<file path="src/rtl/mips_uart_pkg.sv">
// Shared definitions for the memory-mapped UART transmitter.
// Optional feature macro: UART_TX_PARITY_EN (adds an even-parity bit state).
package mips_uart_pkg;

  localparam logic [3:0] TXDATA_OFS = 4'h0;
  localparam logic [3:0] STATUS_OFS = 4'h4;

  localparam int unsigned BUSY = 0;
  localparam int unsigned FULL = 1;
  localparam int unsigned OVF  = 2;

`ifdef UART_TX_PARITY_EN
  localparam int unsigned ST_W = 3;
  typedef enum logic [ST_W-1:0] {
    ST_IDLE   = 3'd0,
    ST_START  = 3'd1,
    ST_DATA   = 3'd2,
    ST_STOP   = 3'd3,
    ST_PARITY = 3'd4
  } tx_state_e;
`else
  localparam int unsigned ST_W = 2;
  typedef enum logic [ST_W-1:0] {
    ST_IDLE  = 2'd0,
    ST_START = 2'd1,
    ST_DATA  = 2'd2,
    ST_STOP  = 2'd3
  } tx_state_e;
`endif

  // Even parity of a data byte: the bit that makes the total count of ones even.
  function automatic logic even_parity(input logic [7:0] b);
    return ^b;
  endfunction

endpackage

</file>
<file path="src/rtl/mips_uart_tx_mmio_fifo.sv">
// Byte FIFO with first-word fall-through read port for the UART transmitter.
module uart_tx_fifo #(
  parameter int unsigned DEPTH = 4
) (
  input  logic       clk,
  input  logic       rst,
  input  logic       push,
  input  logic       pop,
  input  logic [7:0] din,
  output logic [7:0] dout,
  output logic       empty,
  output logic       full
);

  localparam int unsigned AW = $clog2(DEPTH);

  logic [7:0]  r_mem [DEPTH];
  logic [AW-1:0] r_wr;
  logic [AW-1:0] r_rd;
  logic [AW:0]   r_cnt;

  // Storage array; contents are don't-care while the slot is not occupied.
  always_ff @(posedge clk) begin
    if (push) r_mem[r_wr] <= din;
  end

  // Pointers and occupancy; simultaneous push and pop leaves the count unchanged.
  always_ff @(posedge clk or negedge rst) begin
    if (!rst) begin
      r_wr  <= '0;
      r_rd  <= '0;
      r_cnt <= '0;
    end else begin
      if (push) r_wr <= r_wr + AW'(1);
      if (pop)  r_rd <= r_rd + AW'(1);
      case ({push, pop})
        2'b10:   r_cnt <= r_cnt + (AW+1)'(1);
        2'b01:   r_cnt <= r_cnt - (AW+1)'(1);
        default: r_cnt <= r_cnt;
      endcase
    end
  end

  assign dout  = r_mem[r_rd];
  assign empty = (r_cnt == '0);
  assign full  = (r_cnt == (AW+1)'(DEPTH));

endmodule

</file>
<file path="src/rtl/mips_uart_tx_mmio.sv">
// Memory-mapped UART transmitter on the MIPS data bus: decode, status, FIFO and 8N1 serialiser.
// Optional feature macro: UART_TX_PARITY_EN (even-parity bit between data and stop).
module mips_uart_tx_mmio
  import mips_uart_pkg::*;
#(
  parameter int unsigned CLK_DIV    = 434,
  parameter int unsigned FIFO_DEPTH = 4,
  parameter logic [31:0] BASE_ADDR  = 32'hFFFF_0000
) (
  input  logic        clk,
  input  logic        rst,
  input  logic [31:0] Addr,
  input  logic        MemWrite,
  input  logic [31:0] WriteData,
  output logic [31:0] ReadData,
  output logic        Sel,
  output logic        tx,
  output logic        tx_busy
);

  localparam logic [15:0] BIT_LAST = 16'(CLK_DIV - 1);

  tx_state_e   r_state;
  logic        r_tx;
  logic [7:0]  r_shift;
  logic [15:0] r_cnt;
  logic [2:0]  r_idx;
  logic        r_ovf;
  logic        r_par;

  tx_state_e   w_state_nxt;
  logic        w_tx_nxt;
  logic [7:0]  w_shift_nxt;
  logic [15:0] w_cnt_nxt;
  logic [2:0]  w_idx_nxt;
  logic        w_par_nxt;

  logic [3:0]  w_ofs;
  logic        w_push_req;
  logic        w_fifo_push;
  logic        w_ovf_set;
  logic        w_ovf_clr;
  logic        w_pop;
  logic        w_empty;
  logic        w_full;
  logic [7:0]  w_dout;
  logic        w_bit_end;
  logic [31:0] w_status;
  logic        w_unused;

  // Address decode and register strobes
  assign w_ofs       = Addr[3:0];
  assign Sel         = (Addr[31:4] == BASE_ADDR[31:4]);
  assign w_push_req  = Sel & MemWrite & (w_ofs == TXDATA_OFS);
  assign w_ovf_clr   = Sel & MemWrite & (w_ofs == STATUS_OFS) & WriteData[OVF];
  // A full FIFO still takes the byte when the serialiser pops in the same cycle.
  assign w_fifo_push = w_push_req & (~w_full | w_pop);
  assign w_ovf_set   = w_push_req & w_full & ~w_pop;
  assign w_bit_end   = (r_cnt == BIT_LAST);
  assign tx_busy     = (r_state != ST_IDLE) | ~w_empty;
  assign tx          = r_tx;
  assign w_unused    = ^WriteData[31:8];

  uart_tx_fifo #(.DEPTH(FIFO_DEPTH)) u_fifo (
    .clk   (clk),
    .rst   (rst),
    .push  (w_fifo_push),
    .pop   (w_pop),
    .din   (WriteData[7:0]),
    .dout  (w_dout),
    .empty (w_empty),
    .full  (w_full)
  );

  // STATUS word and read mux
  always_comb begin
    w_status      = '0;
    w_status[BUSY] = tx_busy;
    w_status[FULL] = w_full;
    w_status[OVF]  = r_ovf;
    ReadData      = '0;
    if (Sel && (w_ofs == STATUS_OFS)) ReadData = w_status;
  end

  // Sticky overflow flag; a new overflow beats a simultaneous clear
  always_ff @(posedge clk or negedge rst) begin
    if (!rst)           r_ovf <= 1'b0;
    else if (w_ovf_set) r_ovf <= 1'b1;
    else if (w_ovf_clr) r_ovf <= 1'b0;
  end

  // Serialiser next-state: frame sequencing, bit timing and FIFO pops
  always_comb begin
    w_state_nxt = r_state;
    w_tx_nxt    = r_tx;
    w_shift_nxt = r_shift;
    w_cnt_nxt   = r_cnt + 16'd1;
    w_idx_nxt   = r_idx;
    w_par_nxt   = r_par;
    w_pop       = 1'b0;
    case (r_state)
      ST_IDLE: begin
        w_cnt_nxt = '0;
        if (!w_empty) begin
          w_pop       = 1'b1;
          w_tx_nxt    = 1'b0;
          w_state_nxt = ST_START;
        end
      end
      ST_START: begin
        if (w_bit_end) begin
          w_cnt_nxt   = '0;
          w_idx_nxt   = '0;
          w_tx_nxt    = r_shift[0];
          w_state_nxt = ST_DATA;
        end
      end
      ST_DATA: begin
        if (w_bit_end) begin
          w_cnt_nxt = '0;
          if (r_idx == 3'd7) begin
`ifdef UART_TX_PARITY_EN
            w_tx_nxt    = r_par;
            w_state_nxt = ST_PARITY;
`else
            w_tx_nxt    = 1'b1;
            w_state_nxt = ST_STOP;
`endif
          end else begin
            w_shift_nxt = {1'b0, r_shift[7:1]};
            w_tx_nxt    = r_shift[1];
            w_idx_nxt   = r_idx + 3'd1;
          end
        end
      end
`ifdef UART_TX_PARITY_EN
      ST_PARITY: begin
        if (w_bit_end) begin
          w_cnt_nxt   = '0;
          w_tx_nxt    = 1'b1;
          w_state_nxt = ST_STOP;
        end
      end
`endif
      ST_STOP: begin
        if (w_bit_end) begin
          w_cnt_nxt = '0;
          if (!w_empty) begin
            w_pop       = 1'b1;
            w_tx_nxt    = 1'b0;
            w_state_nxt = ST_START;
          end else begin
            w_state_nxt = ST_IDLE;
          end
        end
      end
      default: w_state_nxt = ST_IDLE;
    endcase
    if (w_pop) begin
      w_shift_nxt = w_dout;
      w_par_nxt   = even_parity(w_dout);
    end
  end

  // Serialiser state register; reset forces the line idle high at once
  always_ff @(posedge clk or negedge rst) begin
    if (!rst) begin
      r_state <= ST_IDLE;
      r_tx    <= 1'b1;
      r_shift <= '0;
      r_cnt   <= '0;
      r_idx   <= '0;
      r_par   <= 1'b0;
    end else begin
      r_state <= w_state_nxt;
      r_tx    <= w_tx_nxt;
      r_shift <= w_shift_nxt;
      r_cnt   <= w_cnt_nxt;
      r_idx   <= w_idx_nxt;
      r_par   <= w_par_nxt;
    end
  end

endmodule

</file>
<file path="config.mk">
export PLATFORM = sky130hd
export DESIGN_NAME = mips_uart_tx_mmio
export DESIGN_NICKNAME = d
export VERILOG_FILES = /design/src/rtl/mips_uart_pkg.sv /design/src/rtl/mips_uart_tx_mmio_fifo.sv /design/src/rtl/mips_uart_tx_mmio.sv
export SDC_FILE = /design/constraint.sdc
export NUM_CORES = 1
export LEC_CHECK = 0
export CORE_ASPECT_RATIO = 1.25
export CORE_MARGIN = 4
export CORE_UTILIZATION = 44
export CTS_CLUSTER_SIZE = 10
export DETAILED_ROUTE_END_ITERATION = 10
export PLACE_DENSITY = 0.77
export SYNTH_ARGS = -nofsm -noshare
export SYNTH_HDL_FRONTEND = slang
export SYNTH_SLANG_ARGS = --single-unit
</file>
<file path="constraint.sdc">
create_clock -name clk -period 2.65 [get_ports clk]
set_input_delay 0.3975 -clock clk [delete_from_list [all_inputs] [get_ports clk]]
set_output_delay 0.3975 -clock clk [all_outputs]
set_load 0.02 [all_outputs]
</file>
==> impl_metrics.tcl, run 1 <==
set metrics [dict create \
    outcome "completed" \
    r2r_cells 10 \
    leakage_nw 1.77 \
    post_synth_most_frequent_cells "dfrtp_1, edfxtp_1, buf_4" \
    first_global_vias 2363 \
    cts_bufs_inserted 9 \
    grt_antenna_before_repair 0 \
    crit_fanout 4 \
    timing_worst_slew_pin_value_ps 838 \
    firstDrtPassIters 4 \
    count_of_unique_library_cells_instantiated_by_yosys 54 \
    worst_hold_class "primary input to async pin" \
    final_util_pct 54.5 \
    h-tree-depth 3 \
    cell_types_with_the_largest_area_share_after_synthesis "edfxtp_1, dfrtp_1, buf_4" \
    placed_cells 453 \
    port-buffer-count 48 \
    grt_setup_unrepaired "false" \
    vdd_drop_max_mv 0.400 \
    num_io_pins 102 \
    worst_ep_arrival_time_ps 2120 \
    cts-root-to-sink-buffers 2 \
    grt_start_max_net_pins 39 \
    grt_pass1_wl_mm 10.8 \
    required_ps 2250 \
    yosys.area.top_type_share_pct 26.2 \
    part_of_the_yosys_area_used_for_sequential_elements_pct 52.1 \
    post-route-period-util_pct 95.0 \
    postSynth.asyncResetShare_pct 54.3 \
    source_to_sink_clock_delay_at_the_later_pin_of_the_worst_skew_pair_ps 340 \
    post-synth-top-area-cell "edfxtp_1" \
    cp-end-kind "output port" \
    path_class "primary input to output port" \
    synth-edff-count 32 \
    dieWidth_um 89.7 \
    yosys.cell_count.top_type "dfrtp_1" \
    total_power_mw 2.27 \
    maxSlewHeadroom_pct 44.1 \
    drtAntennaViolNets 0 \
    die_y_um 110 \
    routedWlPerCell_um 14.1 \
    fin_crit_ps 2520 \
    setup-tns-final_ps 0 \
    synthesis.yosys.warnings 0 \
    tritoncts "yes" \
    power.density_mw_per_mm2 508 \
    floorplan.die_area_mm2 0.00987 \
    nets_final 449 \
    finalSetupViolCount 0 \
    yosys_most_used_dff "dfrtp_1" \
    maxSlewViolCount 0 \
    drt_first_iter_violations 99 \
    gp_weighted_congestion 0.761 \
    syn_inst 305 \
    root_buffer "clkbuf_8" \
    routed_via_density 5.01 \
    hold_violations 0 \
    track_usage_pct 14.4 \
    synth_area_mm2 0.00367 \
    initial_core_util_pct 44.8 \
    dpl-instance-area_mm2 0.00427 \
    max_cap_viol_count 0 \
    fmaxAchievable_mhz 397 \
    postLayoutCellArea_mm2 0.00447 \
    drt-total-wl_mm 6.62 \
    drive_gt1_share_pct 15.5 \
    core_mm2 0.00819 \
    final_cell_count_no_fill 470 \
    skew_ps 5.00 \
    syn-mean-instance-area_um2 12.0 \
    yosys_register_bits 70 \
    nFillCells 683 \
    clk_pin_slew_ps 70 \
    synthToLayoutAreaGrowth_pct 21.8 \
    drc 0 \
    overall_overflow_remaining_after_global_route 0 \
    dp_hpwl_mm 4.92 \
    fp-row-count 37 \
    vias 2356 \
    timing.critical_path.from_type "primary input" \
    antennaDiodeCount 0 \
    numClockSinks 70 \
]
[power by group]
group	internal, mW	switching (mW)
logic	0.0819	0.0858
clock network	0.521	0.375
registers	1.18	0.0264
total	1.78	0.487
[through the flow]
step                      hold WS [ps]  setup WS (ps)
after global routing               228           23.5
final                              163            134
after CTS                          184          -4.33
after detailed placement           508           -372
after floorplan                    102           42.4
after global placement             497           -345
[cells in the final DEF, fill, tap and decap left out, types with 4 or more instances in the layout]
cell             instances
clkdlybuf4s50_1         43
dfrtp_1                 37
edfxtp_1                32
conb_1                  29
nand2_1                 26
nor2_1                  24
o21ai_0                 14
ha_1                    13
xnor2_1                 10
buf_4                   10
inv_1                    9
clkbuf_8                 9
nand3_1                  8
xor2_1                   8
mux4_2                   8
mux2i_1                  7
nand4_1                  5
nor3_1                   5
buf_2                    5
a21oi_1                  4
and2_1                   4
a22o_1                   4
buf_12                   4
[final timing paths]
check	from	to	slack [ps]
worst min-delay path	rst	r_cnt[11]$_DFF_PN0_	160
max in group asynchronous	rst	r_state[1]$_DFFE_PN0P_	1960
worst max register to register	r_cnt[1]$_DFF_PN0_	u_fifo.r_cnt[2]$_DFFE_PN0P_	190
min in group clk	r_ovf$_DFFE_PN0P_	r_ovf$_DFFE_PN0P_	520
worst max-delay path	Addr[6]	Sel	130
worst min register to register	r_ovf$_DFFE_PN0P_	r_ovf$_DFFE_PN0P_	520
[layout make-up]
cell class,count,area (um^2),share of cell area [%]
inverters,9,33.8,0.756
repair buffers,62,611,13.7
flip-flops and latches,70,1910,42.8
well taps,97,121,2.72
clock buffers,10,128,2.86
multi-input cells,216,1580,35.5
clock inverters,6,77.6,1.74
[sequential cells by signal (all words and copies together), names as in the netlist]
| register | count |
|---|---|
| r_idx | 3 |
| r_state | 2 |
| u_fifo.r_cnt | 3 |
| u_fifo.r_wr | 2 |
| r_shift | 8 |
| u_fifo.r_rd | 2 |
| u_fifo.r_mem | 32 |
| tx | 1 |
| r_cnt | 16 |
| r_ovf | 1 |
[per-layer routing]
metal / global-route usage [%] / wire [um] / share of wire (%)
met5: 0 / 0 / 0
met3: 3.72 / 272 / 4.1
met1: 18.1 / 2740 / 41
met4: 5.11 / 87 / 1.3
met2: 24.0 / 3520 / 53
[what timing repair did]
| item | in CTS | in global routing |
|---|---|---|
| setup buffers | 0 | 1 |
| hold buffers | 0 | 0 |
| endpoints found under the hold margin | 0 | 0 |
| pin swaps | 0 | 2 |
| gates resized for setup | 13 | 6 |
| setup endpoints to repair | 4 | 5 |
[worst max-delay path, cell delays in order]
cell	delay, ps
clkdlybuf4s50_1	400
or4_4	550
nor4_4	320
buf_4	170
and2_2	120
buf_2	160
[cell families (layout without fill, tap and decap cells)]
kind of cell	count (synthesis)	after routing	synth area share, %
mux	17	17	7.53
xor+xnor	18	18	4.30
buf+inv	47	87	7.84
other cells	1	29	0.102
fa+ha+maj	14	14	4.98
compound gates	36	36	7.30
simple gates	102	102	15.8
flops	70	70	52.1
Note: power is estimated with default switching activity, not from simulation.
==> inputs of run 2 (changes only) <==
--- a/config.mk
+++ b/config.mk
@@ -5,12 +5,15 @@
 export SDC_FILE = /design/constraint.sdc
 export NUM_CORES = 1
 export LEC_CHECK = 0
+export ABC_AREA = 1
 export CORE_ASPECT_RATIO = 1.25
 export CORE_MARGIN = 4
 export CORE_UTILIZATION = 44
 export CTS_CLUSTER_SIZE = 10
 export DETAILED_ROUTE_END_ITERATION = 10
+export HOLD_SLACK_MARGIN = 0.05
 export PLACE_DENSITY = 0.77
+export RECOVER_POWER = 25
 export SYNTH_ARGS = -nofsm -noshare
 export SYNTH_HDL_FRONTEND = slang
 export SYNTH_SLANG_ARGS = --single-unit
==> run 2 against run 1 <==
- the flow now finishes with violations (max-capacitance violations, max-slew violations)
- setup slack improved by 85 ps
- sequential share of layout area decreased by 0.060 points
- fmax increased by 3.5%
- global-route usage increased by 0.85 points
- first-iteration DRC count increased by 47%
- register-to-register slack improved by 290 ps
- cell area increased by 0.14%
- final cell count increased by 24%
- hold slack improved by 320 ps
==> impl_metrics.tcl, run 2 <==
set metrics [dict create \
    maxSlewHeadroom_pct -37.0 \
    timing_worst_slew_pin_value_ps 2050 \
    cts_bufs_inserted 9 \
    critical_path.cell_chain "clkdlybuf4s50_1 > nand2_1 > inv_1 > nand2_1 > nor2_1 > nand2_1 > nor2_1 > buf_4 > clkdlybuf4s50_1" \
    critical-path-slowest-cell "clkdlybuf4s50_1" \
    cp-end-kind "output port" \
    timing.critical_path.from_type "primary input" \
    most_frequent_cell_on_the_critical_path "nand2_1" \
    maxSlewViolCount 39 \
    drtAntennaViolNets 0 \
    mostFrequentLayoutCell "nand2_1" \
    layout.cells.most_common_list "nand2_1, nor2_1, inv_1" \
    vdd_drop_max_mv 0.361 \
    first_global_vias 2919 \
    worst_path_largest_cell_delay_ps 600 \
    core_mm2 0.00824 \
    grt_pass1_wl_mm 12.5 \
    synthToLayoutAreaGrowth_pct 20.0 \
    cell_types_with_the_largest_area_share_after_synthesis "edfxtp_1, dfrtp_1, nand2_1" \
    post-synth-top-area-cell "edfxtp_1" \
    postLayoutCellArea_mm2 0.00447 \
    power.density_mw_per_mm2 461 \
    finalSetupViolCount 0 \
    synth-edff-count 32 \
    floorplan.die_area_mm2 0.0100 \
    dp_worst_setup_slack_ps -65.6 \
    final_util_pct 54.3 \
    fp-row-count 37 \
    count_of_unique_library_cells_instantiated_by_yosys 37 \
    nets_final 562 \
    fin_crit_ps 2430 \
    ctsHoldBuffers 0 \
    worst_hold_class "register to register" \
    die_y_um 111 \
    numClockSinks 70 \
    post_synth_most_frequent_cells "nand2_1, nor2_1, inv_1" \
    dpl-instance-area_mm2 0.00429 \
    skew_ps 9.57 \
    postSynth.asyncResetShare_pct 54.3 \
    tritoncts "yes" \
    syn-mean-instance-area_um2 8.98 \
    vias 2895 \
    required_ps 2250 \
    h-tree-depth 3 \
    port-buffer-count 48 \
    yosys_most_used_dff "dfrtp_1" \
    synth_area_mm2 0.00373 \
    firstDrtPassIters 4 \
    overall_overflow_remaining_after_global_route 0 \
    final_cell_count_no_fill 583 \
    sequential_cell_area_mm2 0.00191 \
    violated_checks "max-capacitance violations, max-slew violations" \
    root_buffer "clkbuf_8" \
    placed_cells 567 \
    drc 0 \
    path_class "primary input to output port" \
    source_to_sink_clock_delay_at_the_later_pin_of_the_worst_skew_pair_ps 350 \
    drt-total-wl_mm 7.50 \
    hold_violations 0 \
    drt_first_iter_violations 146 \
    outcome "finished with violations" \
    gp_weighted_congestion 0.922 \
    post-route-period-util_pct 91.8 \
    antennaDiodeCount 0 \
    top_register "u_fifo.r_mem" \
    grt_setup_unrepaired "false" \
    grt_antenna_before_repair 0 \
    track_usage_pct 15.3 \
    clk_pin_slew_ps 80 \
    flip_flop_count_of_the_largest_register_after_layout 32 \
    leakage_nw 1.97 \
    drive_gt1_share_pct 9.05 \
    initial_core_util_pct 45.2 \
    synthesis.yosys.warnings 0 \
    worst_ep_arrival_time_ps 2030 \
    final_critical_path_setup_slack_ps 219 \
    crit_fanout 2 \
    largestRegisters "u_fifo.r_mem: 32 flops, r_cnt: 16 flops, r_shift: 8 flops" \
    nFillCells 750 \
    routedWlPerCell_um 12.9 \
    max_cap_viol_count 1 \
    final.hold.worst_slack_ps 481 \
    rrSetupSlack_ps 480 \
    path_buf_inv 4 \
    yosys.area.top_type_share_pct 25.8 \
    cts-root-to-sink-buffers 2 \
    routed_via_density 4.97 \
    dp_hpwl_mm 5.59 \
    yosys_register_bits 70 \
    grt_start_max_net_pins 39 \
    yosys.cell_count.top_type "nand2_1" \
    multi_input_area_mm2 0.00151 \
    dieWidth_um 90.3 \
    fmaxAchievable_mhz 411 \
    num_io_pins 102 \
    syn_inst 415 \
    part_of_the_yosys_area_used_for_sequential_elements_pct 51.3 \
    critical-path-top-delay-family "buffers and inverters" \
]
==> run 2: cell types whose count changed after synthesis, moves of 4 or more <==
cell     change
and4_1       -4
inv_1       +35
xnor2_1      -8
o22ai_1      +6
and2_1       -4
nand2_1     +50
nand3_1     +16
mux4_2       -8
nor2_2       +5
nor2_1      +31
nor4_1       +4
o21ai_0     +14
a21oi_1      +7
mux2i_1      -7
==> run 2: area by class of cell <==
| type | instances | area share (%) |
|---|---|---|
| Sequential cell | 70 | 42.8 |
| Inverter | 46 | 3.86 |
| Multi-Input combinational cell | 293 | 33.7 |
| Tap cell | 97 | 2.71 |
| Timing Repair Buffer | 61 | 12.8 |
| Clock buffer | 9 | 2.77 |
| Clock inverter | 7 | 1.45 |
==> run 2: worst paths after layout <==
| kind | start | cells after the start | to |
|---|---|---|---|
| setup / recovery | Addr[19] | 9 | Sel |
| hold / removal | r_shift[7]$_DFFE_PN0P_ | 2 | r_shift[7]$_DFFE_PN0P_ |
| setup reg to reg | r_state[1]$_DFFE_PN0P_ | 12 | u_fifo.r_cnt[2]$_DFFE_PN0P_ |
| hold reg to reg | r_shift[7]$_DFFE_PN0P_ | 2 | r_shift[7]$_DFFE_PN0P_ |
| max in group asynchronous | rst | 1 | r_cnt[3]$_DFF_PN0_ |
| min in group asynchronous | rst | 1 | r_cnt[13]$_DFF_PN0_ |
==> run 2: report_power, final <==
group          switching (mW)  total, mW  internal [mW]
combinational          0.0659      0.120         0.0542
sequential       0.0000000181       1.13           1.13
clock                   0.444      0.806          0.362
==> run 2: what timing repair did <==
action / in CTS / in global routing
setup endpoints to repair: 2 / 1
resized for setup: 2 / 1
setup buffers: 0 / 0
==> run 2: per-stage QoR <==
step	setup TNS [ps]	total power, mW
after global placement	-48.0	1.28
after CTS	0	2.09
after global routing	0	2.16
after floorplan	0	1.24
after detailed placement	-65.6	1.28
final	0	2.06
==> run 2: metal layers <==
layer	up-vias	share of wire (%)	global-route usage (%)
met5	-	0	0
met4	0	2.5	7.56
met2	73	54	27.9
li1	1442	-	-
met1	1360	40	16.8
met3	20	3.8	2.85
==> run 2: kinds of logic after synthesis <==
group | share of synthesized area, %
compound gates | 8.49
xor+xnor | 2.11
fa+ha+maj | 4.90
buf+inv | 11.1
flops | 51.3
other cells | 0.101
simple gates | 22.0
==> run 2: worst register-to-register path, delay by kind of cell (launching register included) <==
family          cells  cell delay, ps
buf+inv             3             220
simple gates        6             470
compound gates      1             210
fa+ha+maj           2             720
flops               1             440
